$ cat config.mk
export PLATFORM = sky130hd
export DESIGN_NAME = dmem_bus_bridge
export DESIGN_NICKNAME = d
export VERILOG_FILES = /design/src/rtl/dmem_bus_pkg.sv /design/src/rtl/dmem_timeout_ctr.sv /design/src/rtl/dmem_bus_bridge.sv
export SDC_FILE = /design/constraint.sdc
export NUM_CORES = 1
export LEC_CHECK = 0
export CAP_MARGIN = 10
export CORE_MARGIN = 10
export CORE_UTILIZATION = 37
export CTS_CLUSTER_DIAMETER = 200
export CTS_CLUSTER_SIZE = 10
export DETAILED_ROUTE_END_ITERATION = 10
export GPL_ROUTABILITY_DRIVEN = 1
export HOLD_SLACK_MARGIN = 0.12
export MAX_ROUTING_LAYER = met4
export PLACE_DENSITY = 0.76
export SLEW_MARGIN = 20
export SYNTH_ARGS = -nofsm -noshare
export SYNTH_HDL_FRONTEND = slang
export SYNTH_HIERARCHICAL = 1
export SYNTH_SLANG_ARGS = --single-unit
$ cat constraint.sdc
create_clock -name clk -period 2.35 [get_ports clk]
set_clock_uncertainty 0.2 [all_clocks]
set_input_delay 0.3525 -clock clk [delete_from_list [all_inputs] [get_ports clk]]
set_output_delay 0.3525 -clock clk [all_outputs]
set_load 0.005 [all_outputs]
$ cat src/rtl/dmem_bus_pkg.sv
// Shared types and helpers for the data-memory bus bridge.
package dmem_bus_pkg;

  typedef enum logic [1:0] {
    IDLE   = 2'd0,
    REQ    = 2'd1,
    WAIT_R = 2'd2,
    DONE   = 2'd3
  } state_t;

  localparam logic [31:0] ERR_DATA_DEF = 32'hDEAD_BEEF;

  function automatic logic [31:0] mask_lanes(input logic [31:0] data, input logic [3:0] mask);
    logic [31:0] res;
    res = 32'h0000_0000;
    for (int i = 0; i < 4; i++) begin
      res[i*8 +: 8] = mask[i] ? data[i*8 +: 8] : 8'h00;
    end
    return res;
  endfunction

endpackage

$ cat src/rtl/dmem_timeout_ctr.sv
// Access watchdog: counts cycles while enabled and flags the last allowed cycle.
module dmem_timeout_ctr #(
  parameter int TIMEOUT = 255
) (
  input  logic clk,
  input  logic rst,
  input  logic i_clr,
  input  logic i_en,
  output logic o_expire
);

  localparam logic [7:0] LIMIT = 8'(TIMEOUT - 1);

  logic [7:0] r_cnt;

  // Cycle counter, restarted at the start of every access.
  always_ff @(posedge clk or negedge rst) begin
    if (!rst) begin
      r_cnt <= 8'd0;
    end else if (i_clr) begin
      r_cnt <= 8'd0;
    end else if (i_en) begin
      r_cnt <= r_cnt + 8'd1;
    end else begin
      r_cnt <= r_cnt;
    end
  end

  assign o_expire = i_en && (r_cnt == LIMIT);

endmodule

$ cat src/rtl/dmem_bus_bridge.sv
// Bridges the MEM-stage data request onto a request/grant/rvalid bus,
// stalling the single-cycle core until each access completes or times out.
module dmem_bus_bridge
  import dmem_bus_pkg::*;
#(
  parameter int          TIMEOUT  = 255,
  parameter logic [31:0] ERR_DATA = ERR_DATA_DEF
) (
  input  logic        clk,
  input  logic        rst,
  input  logic        memCe,
  input  logic        memWr,
  input  logic        memRr,
  input  logic [31:0] memAddr,
  input  logic [31:0] wtData,
  input  logic [3:0]  w_mask,
  input  logic [3:0]  r_mask,
  output logic [31:0] rdData,
  output logic        stall,
  output logic        err,
  output logic        bus_req,
  output logic        bus_we,
  output logic [31:0] bus_addr,
  output logic [31:0] bus_wdata,
  output logic [3:0]  bus_wstrb,
  input  logic        bus_gnt,
  input  logic        bus_rvalid,
  input  logic [31:0] bus_rdata,
  input  logic        bus_err
);

  state_t      r_state;
  state_t      w_next;
  logic        r_we;
  logic [31:0] r_addr;
  logic [31:0] r_wdata;
  logic [3:0]  r_wmask;
  logic [3:0]  r_rmask;
  logic [31:0] r_rd;
  logic        r_err;
  logic        w_clr;
  logic        w_en;
  logic        w_expire;
  logic        w_complete;

  assign w_clr = (r_state == IDLE) && memCe;
  assign w_en  = (r_state == REQ) || (r_state == WAIT_R);

  dmem_timeout_ctr #(.TIMEOUT(TIMEOUT)) u_timeout (
    .clk      (clk),
    .rst      (rst),
    .i_clr    (w_clr),
    .i_en     (w_en),
    .o_expire (w_expire)
  );

  // A read grant is not a completion: it only hands over to WAIT_R.
  always_comb begin
    w_complete = 1'b0;
    case (r_state)
      REQ:     w_complete = bus_gnt && r_we;
      WAIT_R:  w_complete = bus_rvalid;
      default: w_complete = 1'b0;
    endcase
  end

  // Next-state logic; completion takes priority over expiry.
  always_comb begin
    w_next = r_state;
    case (r_state)
      IDLE: begin
        if (memCe) w_next = REQ;
        else       w_next = IDLE;
      end
      REQ: begin
        if (w_complete)    w_next = DONE;
        else if (w_expire) w_next = DONE;
        else if (bus_gnt)  w_next = WAIT_R;
        else               w_next = REQ;
      end
      WAIT_R: begin
        if (w_complete || w_expire) w_next = DONE;
        else                        w_next = WAIT_R;
      end
      DONE:    w_next = IDLE;
      default: w_next = IDLE;
    endcase
  end

  // State register.
  always_ff @(posedge clk or negedge rst) begin
    if (!rst) r_state <= IDLE;
    else      r_state <= w_next;
  end

  // Request latch, read-data latch and abort flag.
  always_ff @(posedge clk or negedge rst) begin
    if (!rst) begin
      r_we    <= 1'b0;
      r_addr  <= 32'h0000_0000;
      r_wdata <= 32'h0000_0000;
      r_wmask <= 4'b0000;
      r_rmask <= 4'b0000;
      r_rd    <= 32'h0000_0000;
      r_err   <= 1'b0;
    end else begin
      case (r_state)
        IDLE: begin
          if (memCe) begin
            r_we    <= memWr & ~memRr;
            r_addr  <= {memAddr[31:2], 2'b00};
            r_wdata <= wtData;
            r_wmask <= w_mask;
            r_rmask <= r_mask;
            r_err   <= 1'b0;
          end
        end
        REQ: begin
          if (w_complete) begin
            r_err <= bus_err;
          end else if (w_expire) begin
            r_rd  <= ERR_DATA;
            r_err <= 1'b1;
          end
        end
        WAIT_R: begin
          if (bus_rvalid) begin
            r_rd  <= bus_err ? ERR_DATA : mask_lanes(bus_rdata, r_rmask);
            r_err <= bus_err;
          end else if (w_expire) begin
            r_rd  <= ERR_DATA;
            r_err <= 1'b1;
          end
        end
        DONE:    r_err <= 1'b0;
        default: r_err <= 1'b0;
      endcase
    end
  end

  // Stall follows memCe only while idle; reset forces it low.
  always_comb begin
    stall = 1'b0;
    case (r_state)
      IDLE:    stall = memCe & rst;
      REQ:     stall = 1'b1;
      WAIT_R:  stall = 1'b1;
      DONE:    stall = 1'b0;
      default: stall = 1'b0;
    endcase
  end

  assign bus_req   = (r_state == REQ);
  assign bus_we    = r_we;
  assign bus_addr  = r_addr;
  assign bus_wdata = r_wdata;
  assign bus_wstrb = r_we ? r_wmask : 4'b0000;
  assign rdData    = r_rd;
  assign err       = (r_state == DONE) && r_err;

endmodule
Yosys cells after proc, flatten, opt, wreduce, memory -nomap -nowiden:

Cells that the tools add are included.
Widths: inputs -> output; s select.

* input port bits: 112
* register bits: 114
* word-level logic and storage cells: 56
* output and inout port bits: 104

* reductions and logical operators: 12
* add/subtract/negate cells: 1
* bitwise operators: 3
* mux-type cells: 25
* equal/unequal tests: 6

Operators with widths (number)
* $mux 32: 4
* $pmux 32 s2: 1
* $mux 8: 6
* $add 8x1->8 const B: 1
* $eq 8x8->1 const B: 1
* $pmux 2 s4: 1
* $mux 1: 6
* $mux 2: 3
* $eq 2x2->1 const B: 2
* $logic_and 1x1->1: 4
* $mux 4: 1
* $ne 2x2->1 const B: 2
* $pmux 1 s4: 1
* $reduce_and 2->1: 2
* $reduce_bool 2->1: 2
* $pmux 1 s3: 1
* $and 1x1->1: 2
* $eq 2x1->1 const B: 1
* $logic_not 2->1: 1
* $logic_or 1x1->1: 2
* $pmux 1 s2: 1
* $reduce_or 2->1: 1
* $not 1->1: 1

Depth between registers and ports, before layout:

* depth in word-level cells: 6
* mapped depth: 9
* mapped depth without buffers: 8

Hierarchy:

The synthesis kept the hierarchy.

Modules (own cells, without submodules)
* dmem_bus_bridge: instances 1, cells each 301, seq. area each 2652.5 um2, area an instance 4271.6 um2
* dmem_timeout_ctr: instances 1, cells each 41, seq. area each 200.2 um2, area an instance 411.6 um2

Worst setup path after synthesis:

Ideal clock, no wire load.

* path kind: register -> register
* start: register r_state[0]
* end: register r_rd[14], in the netlist rdData[14]
* slack: 0.146 ns
* clock period less this slack: 2.204 ns
* stages on the path, launching flop included: 10
* buffers on the path: 2
* arrival time: 1.883 ns
* required time: 2.028 ns
* cell sequence: dfrtp_1 inv_1 ha_1 buf_4 nand4_1 nor2_1 o211ai_2 and2_1 buf_6 a32o_1

* cells in the longest elaborated chain, start to end: 6
* elaborated cells between the ends (all ways): 12
* classes of those cells: eq/ne: 3; mux: 5; reduce/logical: 4

Ends and longest elaborated chain
* start, declared: RTL line dmem_bus_bridge.sv:32 `state_t r_state;`
* start signal, assigned: RTL line dmem_bus_bridge.sv:93 `else r_state <= w_next;`
* $eq 2x1->1 or $eq 2x2->1 (tied branches): RTL line dmem_bus_bridge.sv:47 `assign w_en = (r_state == REQ) || (r_state == WAIT_R);`
* $logic_or 1x1->1 *: RTL line dmem_bus_bridge.sv:47
* via w_en: RTL line dmem_bus_bridge.sv:42 `logic w_en;`
* $logic_and 1x1->1 *: RTL line dmem_timeout_ctr.sv:29 `assign o_expire = i_en && (r_cnt == LIMIT);`
* via w_expire: RTL line dmem_bus_bridge.sv:43 `logic w_expire;`
* $mux 32 *
* $mux 32, on equally long branches
* $pmux 32 s2 *: RTL line dmem_bus_bridge.sv:107 `case (r_state)`
* end signal, assigned: RTL line dmem_bus_bridge.sv:128 `r_rd <= bus_err ? ERR_DATA : mask_lanes(bus_rdata, r_rmask);`
* end, declared: RTL line dmem_bus_bridge.sv:39 `logic [31:0] r_rd;`

The timed path passes the listed nets; every way through them passes the cells marked *. The select of a mux whose other input is x is not followed.
A chain may end at the register's enable or synchronous reset.

Worst setup path after layout:

* start: register r_state[0]
* end: output port err

* cells in the longest elaborated chain, start to end: 2

Ends and longest elaborated chain
* $eq 2x2->1: RTL line dmem_bus_bridge.sv:159 `assign err = (r_state == DONE) && r_err;`
* $logic_and 1x1->1: RTL line dmem_bus_bridge.sv:159
* end, declared: RTL line dmem_bus_bridge.sv:20 `output logic err,`

No other way between the ends.

==> results.sh <==
export IMPL_intPower_mw=7.307
export IMPL_swShare=0.2845
export IMPL_layout_drive_gt1_share=0.2135
export IMPL_port_buffers=211
export IMPL_track_usage=0.1632
export IMPL_min_path_cells=1
export IMPL_htreeDepth=4
export IMPL_powerDensity_nw_per_um2=1339
export IMPL_synthMuxAreaShare=0.1683
export IMPL_syn_avg_cell_area_um2=13.69
export IMPL_die_area_um2=17560
export IMPL_cp_required_ns=1.80
export IMPL_place_ws_ns=0.1135
export IMPL_worst_ep_arrival_time_ns=1.71
export IMPL_cpPeakStageDelay_ns=0.44
export IMPL_yosys_area_share_simple=0.07294
export IMPL_clock_path_buffers=2
export IMPL_grt_pass1_wl_mm=22.18
export IMPL_outcome="completed"
export IMPL_rsz0062_at_grt="no"
export IMPL_cts_sinks=114
export IMPL_synth_area_um2=4683
export IMPL_io_pins=216
export IMPL_mostFrequentLayoutCells="clkdlybuf4s50_1 (209), dfrtp_1 (114), mux2_2 (70)"
export IMPL_timing_fmax_mhz=442.7
export IMPL_first_pass_iters=4
export IMPL_fin_nets=682
export IMPL_ys_seq_elements=114
export IMPL_start_util=0.3742
export IMPL_p_switching_mw=2.906
export IMPL_core_area_um2=12520
export IMPL_syn_inst=342
export IMPL_critPathKind="reg2out"
export IMPL_num_rows=41
export IMPL_dp_hpwl_mm=10.43
export IMPL_synth_compound_area_frac=0.08683
export IMPL_postLayoutCellArea_um2=7630
export IMPL_gp_congestion=0.8224
export IMPL_clock_latency_ns=0.40
export IMPL_grt_overflow=0
export IMPL_grt_pass1_vias=4055
export IMPL_fin_crit_sh=0.9612
export IMPL_post_cts_buffers=0
export IMPL_antenna_cells=0
export IMPL_synth_edf_count=0
export IMPL_cts_made_buffers=17
export IMPL_grt_max_degree=115
export IMPL_antenna_found_initial=0
export IMPL_yosys_most_used_dff="dfrtp_1"
export IMPL_cp_cell_sequence="buf_4 -> ha_1 -> and2_1 -> clkdlybuf4s50_1"
export IMPL_fin_setup_tns_ns=0
export IMPL_synth_top_family_by_area="multiplexers"
export IMPL_worst_pin_slew_ns=0.6097
export IMPL_leakagePower_nw=3.162
export IMPL_start_kind="flop"
export IMPL_min_to="rdData[29]"
export IMPL_min_from="rdData[29]"
export IMPL_cp_end_kind="output pin"
export IMPL_timing_final_ws_setup_ns=0.09128
export IMPL_slew_limit_headroom=0.5935
export IMPL_die_width_um=132.5
export IMPL_pwr_share_clk=0.240
export IMPL_ir_drop_uv=813.6
export IMPL_slew_violations=0
export IMPL_drtAntennaViolNets=0
export IMPL_cts_root_buf="clkbuf_16"
export IMPL_worstRegToRegCells=9
export IMPL_mostFrequentLayoutCell="clkdlybuf4s50_1"
export IMPL_fin_crit_ns=2.259
export IMPL_hold_class="reg2reg"
export IMPL_cts_tree="built"
export IMPL_cap_violations=0
export IMPL_routedWlPerCell_um=18.44
export IMPL_drc=0
export IMPL_slowest_stage="clkdlybuf4s50_1"
export IMPL_clk_pin_slew_ns=0.05
export IMPL_yosys_warnings=6
export IMPL_die_h_um=132.5
export IMPL_ys_async_sr_fraction=1.000
export IMPL_power_frac_comb=0.416
export IMPL_r2r_setup_slack_ns=0.20
export IMPL_num_vias=3610
export IMPL_crit_fanout=4
export IMPL_fillers=1065
export IMPL_hold_viol=0
export IMPL_seqPwrFrac=0.343
export IMPL_synth_cell_types=34
export IMPL_finalSetupViolations=0
export IMPL_drt_iter0_drc=168
export IMPL_wl_mm=13.80
export IMPL_regToRegEndpoint="rdData[2]"
export IMPL_ys_seq_area_frac=0.6091
export IMPL_post_dp_cell_area_um2=7008
export IMPL_yosys_area_share_xor_xnor=0.007481
export IMPL_area_growth_pct=62.92
export IMPL_synth_fa_ha_area_frac=0.01870
export IMPL_vias_per_cell=4.826
## timing repair
action	CTS	global route
hold buffers	1	0
pin swaps	0	0
endpoints found under the setup margin	2	27
endpoints found under the hold margin	114	0
gates resized for setup	4	2
## synth_stat cells (2+ instances only)
library cell | count | area share
mux2_2 | 70 | 0.17
or3_1 | 3 | 0.0040
o21ai_0 | 10 | 0.011
nor2b_1 | 3 | 0.0040
xor2_1 | 3 | 0.0056
buf_1 | 4 | 0.0032
buf_2 | 2 | 0.0021
inv_1 | 6 | 0.0048
and2_1 | 7 | 0.0094
nand2_1 | 29 | 0.023
a2bb2oi_1 | 25 | 0.047
and2b_1 | 2 | 0.0032
a21oi_1 | 3 | 0.0032
clkbuf_1 | 3 | 0.0024
nand4_1 | 3 | 0.0040
nor3_1 | 2 | 0.0021
nand3_1 | 5 | 0.0053
dfrtp_1 | 114 | 0.61
buf_4 | 10 | 0.016
nand3b_1 | 2 | 0.0032
a32o_1 | 8 | 0.017
nor2_1 | 8 | 0.0064
buf_6 | 3 | 0.0072
ha_1 | 7 | 0.019
## power groups by stage
stage | logic [mW] | clock network (mW) | registers, mW
floorplan | 1.76 | 0 | 3.46
global placement | 4.16 | 0 | 3.47
detailed placement | 4.26 | 0 | 3.54
CTS | 4.34 | 2.52 | 3.52
global route | 4.58 | 2.62 | 3.64
finish | 4.25 | 2.46 | 3.51
## worst max-delay path by stage
stage	startpoint	endpoint	slack (ns)	depth (start not counted)
detailed placement	flop	rdData[14]	0.11	8
floorplan	r_state[0]	rdData[14]	0.15	9
CTS	flop	bus_req	0.02	3
finish	r_state[0]	err	0.09	4
global route	r_state[0]	err	0.02	4
global placement	flop	rdData[14]	0.19	8
## stage by stage
step                      std cells  hold slack (ns)  utilization  power [mW]
final                           748           0.2882       0.6096       10.21
after global routing            748           0.2830       0.6096       10.85
after CTS                       748           0.2824       0.6094       10.38
after global placement          715           0.2752       0.5599       7.634
after floorplan                 343          -0.1431            -       5.226
after detailed placement        715           0.2807       0.5599       7.801
## area by class of cell
type                    count  area (um^2)  area share
well taps                 172        215.2     0.02821
repair buffers            223         2251      0.2950
clock inverters             9        77.57     0.01017
inverters                   6        22.52    0.002952
clock buffers              23        508.0     0.06658
flip-flops and latches    114         2853      0.3739
multi-input cells         201         1703      0.2232
## layer usage
| metal | wire, um | track usage | share of wire | vias to the layer above |
|---|---|---|---|---|
| met5 | 0 | - | 0 | - |
| met3 | 914 | 0.05753 | 0.066 | 19 |
| li1 | - | - | - | 1657 |
| met4 | 170 | 0.05073 | 0.012 | 0 |
| met2 | 7064 | 0.2706 | 0.51 | 144 |
| met1 | 5646 | 0.1811 | 0.41 | 1790 |
## worst max-delay path, delay by kind of cell, from the launching register on
family | cells | cell delay, ns
adders and majority gates | 1 | 0.19
and+or+nand+nor | 1 | 0.15
DFF | 1 | 0.37
buffers and inverters | 2 | 0.60
## cell families (layout without fill, tap and decap cells)
kind of cell,count (synthesis),after routing
buffers and inverters,28,261
other,1,2
multiplexers,70,70
AND/OR/NAND/NOR,67,67
XOR/XNOR,4,4
AO/OA/AOI/OAI,51,51
adder cells (fa/ha/maj),7,7
flip-flops,114,114
## flip-flops by register name (all words and copies together) (netlist names), named ones only
register and cells:
r_err 1, bus_wdata 32, r_state 1, rdData 32
bus_we 1, r_wmask 4, bus_addr 30, r_rmask 4
u_timeout/r_cnt 8
No activity file was read; power rests on OpenSTA's default activity.
